**config.mk**
```make
export PLATFORM = sky130hd
export DESIGN_NAME = cos_lut_arb_flat
export DESIGN_NICKNAME = d
export VERILOG_FILES = /design/src/rtl/cos_lut_arb_if.sv /design/src/rtl/cos_lut_arb.sv /design/src/flat_wrapper.sv
export SDC_FILE = /design/constraint.sdc
export NUM_CORES = 1
export LEC_CHECK = 0
export CORE_MARGIN = 4
export CORE_UTILIZATION = 38
export CTS_CLUSTER_SIZE = 10
export DETAILED_ROUTE_END_ITERATION = 7
export GPL_TIMING_DRIVEN = 0
export HOLD_SLACK_MARGIN = 0.12
export PLACE_DENSITY = 0.84
export SLEW_MARGIN = 20
export SYNTH_ARGS = -nofsm -noshare
export SYNTH_HDL_FRONTEND = slang
export SYNTH_SLANG_ARGS = --single-unit
```
**constraint.sdc**
```tcl
create_clock -name clk -period 4.87 [get_ports clk]
set_clock_uncertainty 0.05 [all_clocks]
set_input_delay 0.974 -clock clk [delete_from_list [all_inputs] [get_ports clk]]
set_output_delay 0.974 -clock clk [all_outputs]
set_load 0.1 [all_outputs]
```
**src/rtl/cos_lut_arb_if.sv**
```systemverilog
// Requester-side bundle for cos_lut_arb: lookup requests in,
// one-hot grants and shared response sample out.
interface cos_lut_arb_if #(
    parameter int N_REQ     = 4,
    parameter int PHI_WIDTH = 10,
    parameter int WIDTH     = 24
);
    logic [N_REQ-1:0]           req_valid;
    logic [N_REQ*PHI_WIDTH-1:0] req_phi;
    logic [N_REQ-1:0]           req_ready;
    logic [N_REQ-1:0]           rsp_valid;
    logic [WIDTH-1:0]           rsp_wav;

    modport master (
        output req_valid,
        output req_phi,
        input  req_ready,
        input  rsp_valid,
        input  rsp_wav
    );

    modport slave (
        input  req_valid,
        input  req_phi,
        output req_ready,
        output rsp_valid,
        output rsp_wav
    );
endinterface

```
**src/rtl/cos_lut_arb.sv**
```systemverilog
// Round-robin arbiter sharing one registered cosine LUT between
// N_REQ phase sources; one lookup per cycle, 2-cycle response.
module cos_lut_arb #(
    parameter int N_REQ     = 4,
    parameter int PHI_WIDTH = 10,
    parameter int WIDTH     = 24
) (
    input  logic                 clk,
    input  logic                 rst,
    cos_lut_arb_if.slave         bus,
    output logic [PHI_WIDTH-1:0] lut_phi,
    input  logic [WIDTH-1:0]     lut_wav,
    output logic                 busy
);
    localparam int PW = (N_REQ > 1) ? $clog2(N_REQ) : 1;

    logic [PW-1:0]        ptr;
    logic [N_REQ-1:0]     tag1;
    logic [N_REQ-1:0]     tag2;
    logic [PHI_WIDTH-1:0] phi_q;

    logic [N_REQ-1:0]     grant;
    logic [PW-1:0]        gidx;
    logic                 found;
    logic [PW:0]          sum;

    logic [PHI_WIDTH-1:0] phi_arr [N_REQ];

    for (genvar i = 0; i < N_REQ; i++) begin : g_unpack
        assign phi_arr[i] = bus.req_phi[i*PHI_WIDTH +: PHI_WIDTH];
    end

    // Pick the first valid requester at or above the pointer, wrapping.
    always_comb begin
        grant = '0;
        gidx  = '0;
        found = 1'b0;
        sum   = '0;
        for (int k = 0; k < N_REQ; k++) begin
            sum = {1'b0, ptr} + (PW+1)'(k);
            if (sum >= (PW+1)'(N_REQ)) begin
                sum = sum - (PW+1)'(N_REQ);
            end
            if (!found && bus.req_valid[sum[PW-1:0]]) begin
                found                 = 1'b1;
                grant[sum[PW-1:0]]    = 1'b1;
                gidx                  = sum[PW-1:0];
            end
        end
        if (rst) begin
            grant = '0;
            found = 1'b0;
        end
    end

    // Pointer, LUT address and response tag pipeline.
    always_ff @(posedge clk) begin
        if (rst) begin
            ptr   <= '0;
            phi_q <= '0;
            tag1  <= '0;
            tag2  <= '0;
        end else begin
            tag1 <= grant;
            tag2 <= tag1;
            if (found) begin
                phi_q <= phi_arr[gidx];
                if (gidx == PW'(N_REQ - 1)) begin
                    ptr <= '0;
                end else begin
                    ptr <= gidx + PW'(1);
                end
            end
        end
    end

    assign bus.req_ready = grant;
    assign bus.rsp_valid = tag2;
    assign bus.rsp_wav   = lut_wav;
    assign lut_phi       = phi_q;
    assign busy          = (|tag1) | (|tag2);
endmodule

```
**src/flat_wrapper.sv**
```systemverilog
// flat-port wrapper written by rule: the top's interface ports become plain ports
module cos_lut_arb_flat 
#(
    parameter int N_REQ     = 4,
    parameter int PHI_WIDTH = 10,
    parameter int WIDTH     = 24
)
  (clk, rst, lut_phi, lut_wav, busy, bus_req_valid, bus_req_phi, bus_req_ready, bus_rsp_valid, bus_rsp_wav);
  cos_lut_arb_if #(.N_REQ(N_REQ), .PHI_WIDTH(PHI_WIDTH), .WIDTH(WIDTH)) bus_i ();
  input  logic clk;
  input  logic rst;
  output logic [PHI_WIDTH-1:0] lut_phi;
  input  logic [WIDTH-1:0] lut_wav;
  output logic busy;
  input wire logic [$bits(bus_i.req_valid)-1:0] bus_req_valid;
  input wire logic [$bits(bus_i.req_phi)-1:0] bus_req_phi;
  output wire logic [$bits(bus_i.req_ready)-1:0] bus_req_ready;
  output wire logic [$bits(bus_i.rsp_valid)-1:0] bus_rsp_valid;
  output wire logic [$bits(bus_i.rsp_wav)-1:0] bus_rsp_wav;
  assign bus_i.req_valid = bus_req_valid;
  assign bus_i.req_phi = bus_req_phi;
  assign bus_req_ready = bus_i.req_ready;
  assign bus_rsp_valid = bus_i.rsp_valid;
  assign bus_rsp_wav = bus_i.rsp_wav;
  cos_lut_arb #(.N_REQ(N_REQ), .PHI_WIDTH(PHI_WIDTH), .WIDTH(WIDTH)) u_core (.clk(clk), .rst(rst), .bus(bus_i), .lut_phi(lut_phi), .lut_wav(lut_wav), .busy(busy));
endmodule
```
==> impl_metrics.json <==
{
  "grt_pass1_vias": 1524,
  "setup_violations": 0,
  "syn_inst": 174,
  "area_delta_synth_final_pct": 59.4,
  "grt_pass1_wl_mm": 6.80,
  "reg2reg_depth": 10,
  "r2r_slack_ns": 1.84,
  "gp_congestion": 0.783,
  "ys.flop_type": "dfxtp_1",
  "route.antenna.remaining_nets": 0,
  "cts_buffers": 3,
  "nNetsFinal": 342,
  "tns_ns": 0,
  "rows": 23,
  "crit_type": "input pin to output port",
  "worst-path-max-fanout": 8,
  "yosysWarnings": 0,
  "max_cap_viol_count": 0,
  "reg2reg_to": "u_core.lut_phi[9]$_SDFFE_PP0P_",
  "post_drt_wl_per_cell_um": 13.9,
  "ir_drop_uv": 304,
  "whs_path_depth": 1,
  "avgSynthCellArea_um2": 9.42,
  "grt_max_degree": 12,
  "netlist.top_cell.by_area": "dfxtp_1",
  "netlist_area_um2": 1640,
  "fin_crit_ns": 4.70,
  "synth.area.top_cells": "dfxtp_1 24%, mux2i_1 12%, buf_4 12%",
  "final.period_utilization_pct": 96.5,
  "synthArstFlopShare_pct": 0,
  "dpl_cell_area_um2": 2550,
  "tightest_slew_ns": 0.999,
  "seq_area_frac_synth_pct": 24.4,
  "synth_top_area_share_pct": 24.4,
  "synth_seq_cells": 20,
  "htree_num_levels": 1,
  "ctsHoldBuffers": 0,
  "overflow": 0,
  "fmax_ghz": 0.213,
  "p_seq_share_pct": 14.8,
  "cts_sinks": 20,
  "worstPathRequired_ns": 3.85,
  "final_common_cell": "clkdlybuf4s50_1",
  "end_kind": "output port",
  "p_switching_mw": 1.02,
  "p_total_mw": 1.81,
  "dp_hpwl_mm": 3.54,
  "multi_input_area_um2": 940,
  "seqCellArea_um2": 400,
  "utilization_pct": 63.9,
  "synth-edff-count": 0,
  "clk_path_buf_depth": 2,
  "worstSkewPairLatency_ns": 0.26,
  "dpl.cell_count": 309,
  "power.density_nw_per_um2": 692,
  "stdcell_count": 313,
  "crit_arrival_ns": 3.67,
  "path_clk_slew_ns": 0.07,
  "hold_class": "register to register",
  "die-area_um2": 5430,
  "cts_tree": "yes",
  "min_from": "u_core.tag1[2]$_SDFF_PP0_",
  "final_cell_mix": "81 x clkdlybuf4s50_1, 26 x buf_4, 20 x mux2i_1, 20 x dfxtp_1, 17 x nor2_1",
  "slew_viol_final": 0,
  "ys_types": 41,
  "track_usage_pct": 15.9,
  "n_antenna_cell": 0,
  "ios": 113,
  "wl_mm": 4.37,
  "clockPowerShare_pct": 7.1,
  "cts_setup_buffers": 0,
  "internal_power_mw": 0.786,
  "drt_pre_antenna_iters": 7,
  "drive_gt1_share_pct": 21.7,
  "avgViaCountPerCell": 5.00,
  "rsz0062_at_grt": "no",
  "final_area_um2": 2610,
  "ctsResizeCount": 12,
  "start_util_pct": 40.1,
  "min_delay_worst_endpoint": "u_core.bus.rsp_valid[2]$_SDFF_PP0_",
  "n_fill_cell": 349,
  "core_um2": 4090,
  "drc": 0,
  "relSlewSlack_pct": 33.2,
  "cts_root_buffer": "clkbuf_8",
  "die_h_um": 73.7,
  "p_comb_share_pct": 78.1,
  "hold_violations": 0,
  "antenna_found_initial": 0,
  "status": "completed",
  "p_sw_share_pct": 56.5,
  "p_leak_nw": 1.07,
  "synth_fp_nets": 252,
  "die_x_um": 73.7,
  "via_count": 1565,
  "drtIter0Drc": 64,
  "numPortBuffers": 85,
  "rr_startpoint": "u_core.ptr[0]$_SDFFE_PP0P_",
  "start_kind": "input pin"
}
[flip-flops by register name (all words and copies together) (netlist names)]
| signal | flops |
|---|---|
| u_core.bus.rsp_valid | 4 |
| u_core.ptr | 2 |
| u_core.tag1 | 4 |
| u_core.lut_phi | 10 |
[power by group through the flow]
stage | sequential (mW) | combinational [mW] | clock, mW
after floorplan | 0.541 | 0.867 | 0
after global placement | 0.269 | 1.41 | 0
after detailed placement | 0.271 | 1.42 | 0
after CTS | 0.268 | 1.42 | 0.130
after global routing | 0.278 | 1.50 | 0.137
final | 0.268 | 1.41 | 0.128
[worst max-delay path by stage]
stage | start | endpoint | slack, ns | cells past startpoint
2_1_floorplan | bus_req_valid[3] | bus_req_ready[0] | 0.35 | 5
3_3_place_gp | bus_req_valid[1] | bus_req_ready[2] | -0.31 | 6
3_5_place_dp | bus_req_valid[1] | bus_req_ready[1] | -0.35 | 6
4_1_cts | bus_req_valid[1] | bus_req_ready[2] | 0.20 | 6
5_1_grt | u_core.ptr[0]$_SDFFE_PP0P_ | bus_req_ready[2] | 0.03 | 8
6_report | bus_req_valid[1] | bus_req_ready[2] | 0.17 | 6
[worst max-delay path, stage by stage]
cell and delay, ns:
clkdlybuf4s50_1 0.53, mux4_2 0.56, nor4_1 0.63, a221oi_1 0.21, nor2_1 0.18, clkdlybuf4s15_2 0.58
[stage by stage]
step	hold WS (ns)	setup slack [ns]
2_1_floorplan	0.388	0.345
3_3_place_gp	0.393	-0.308
3_5_place_dp	0.400	-0.346
4_1_cts	0.414	0.205
5_1_grt	0.419	0.0270
6_report	0.413	0.172
[logic make-up (layout without fill, tap and decap cells)]
group           after synthesis  count (layout)  synth area share (%)
simple gates                 50              50                  14.9
compound gates               32              32                  18.5
fa+ha+maj                     8               8                  6.11
flops                        20              20                  24.4
buf+inv                      39             128                  18.2
xor+xnor                      1               1                 0.534
mux                          24              24                  17.3
[cells in the mapped netlist, drive strengths merged (2+ instances only)]
master	n
a21oi	2
a221oi	5
a22oi	4
buf	32
clkbuf	3
dfxtp	20
ha	8
inv	4
mux2i	20
mux4	3
nand2	15
nand2b	3
nand3	2
nor2	17
nor2b	5
nor4	3
o21ai	3
o221ai	10
[per-layer routing]
| metal | track usage [%] | part of all wire (%) | up-vias |
|---|---|---|---|
| met5 | 0 | 0 | - |
| met4 | 7.24 | 2.0 | 0 |
| met3 | 3.28 | 8.8 | 6 |
| met2 | 26.5 | 50 | 66 |
| met1 | 19.7 | 40 | 710 |
| li1 | - | - | 783 |
[layout make-up]
class	instances	area share, %
inverters	4	0.575
well taps	50	2.39
plain buffers	35	10.9
flip-flops and latches	20	15.3
clock buffers	4	2.11
repair buffers	85	32.8
multi-input cells	115	36.0
No activity file was read; power rests on OpenSTA's default activity.
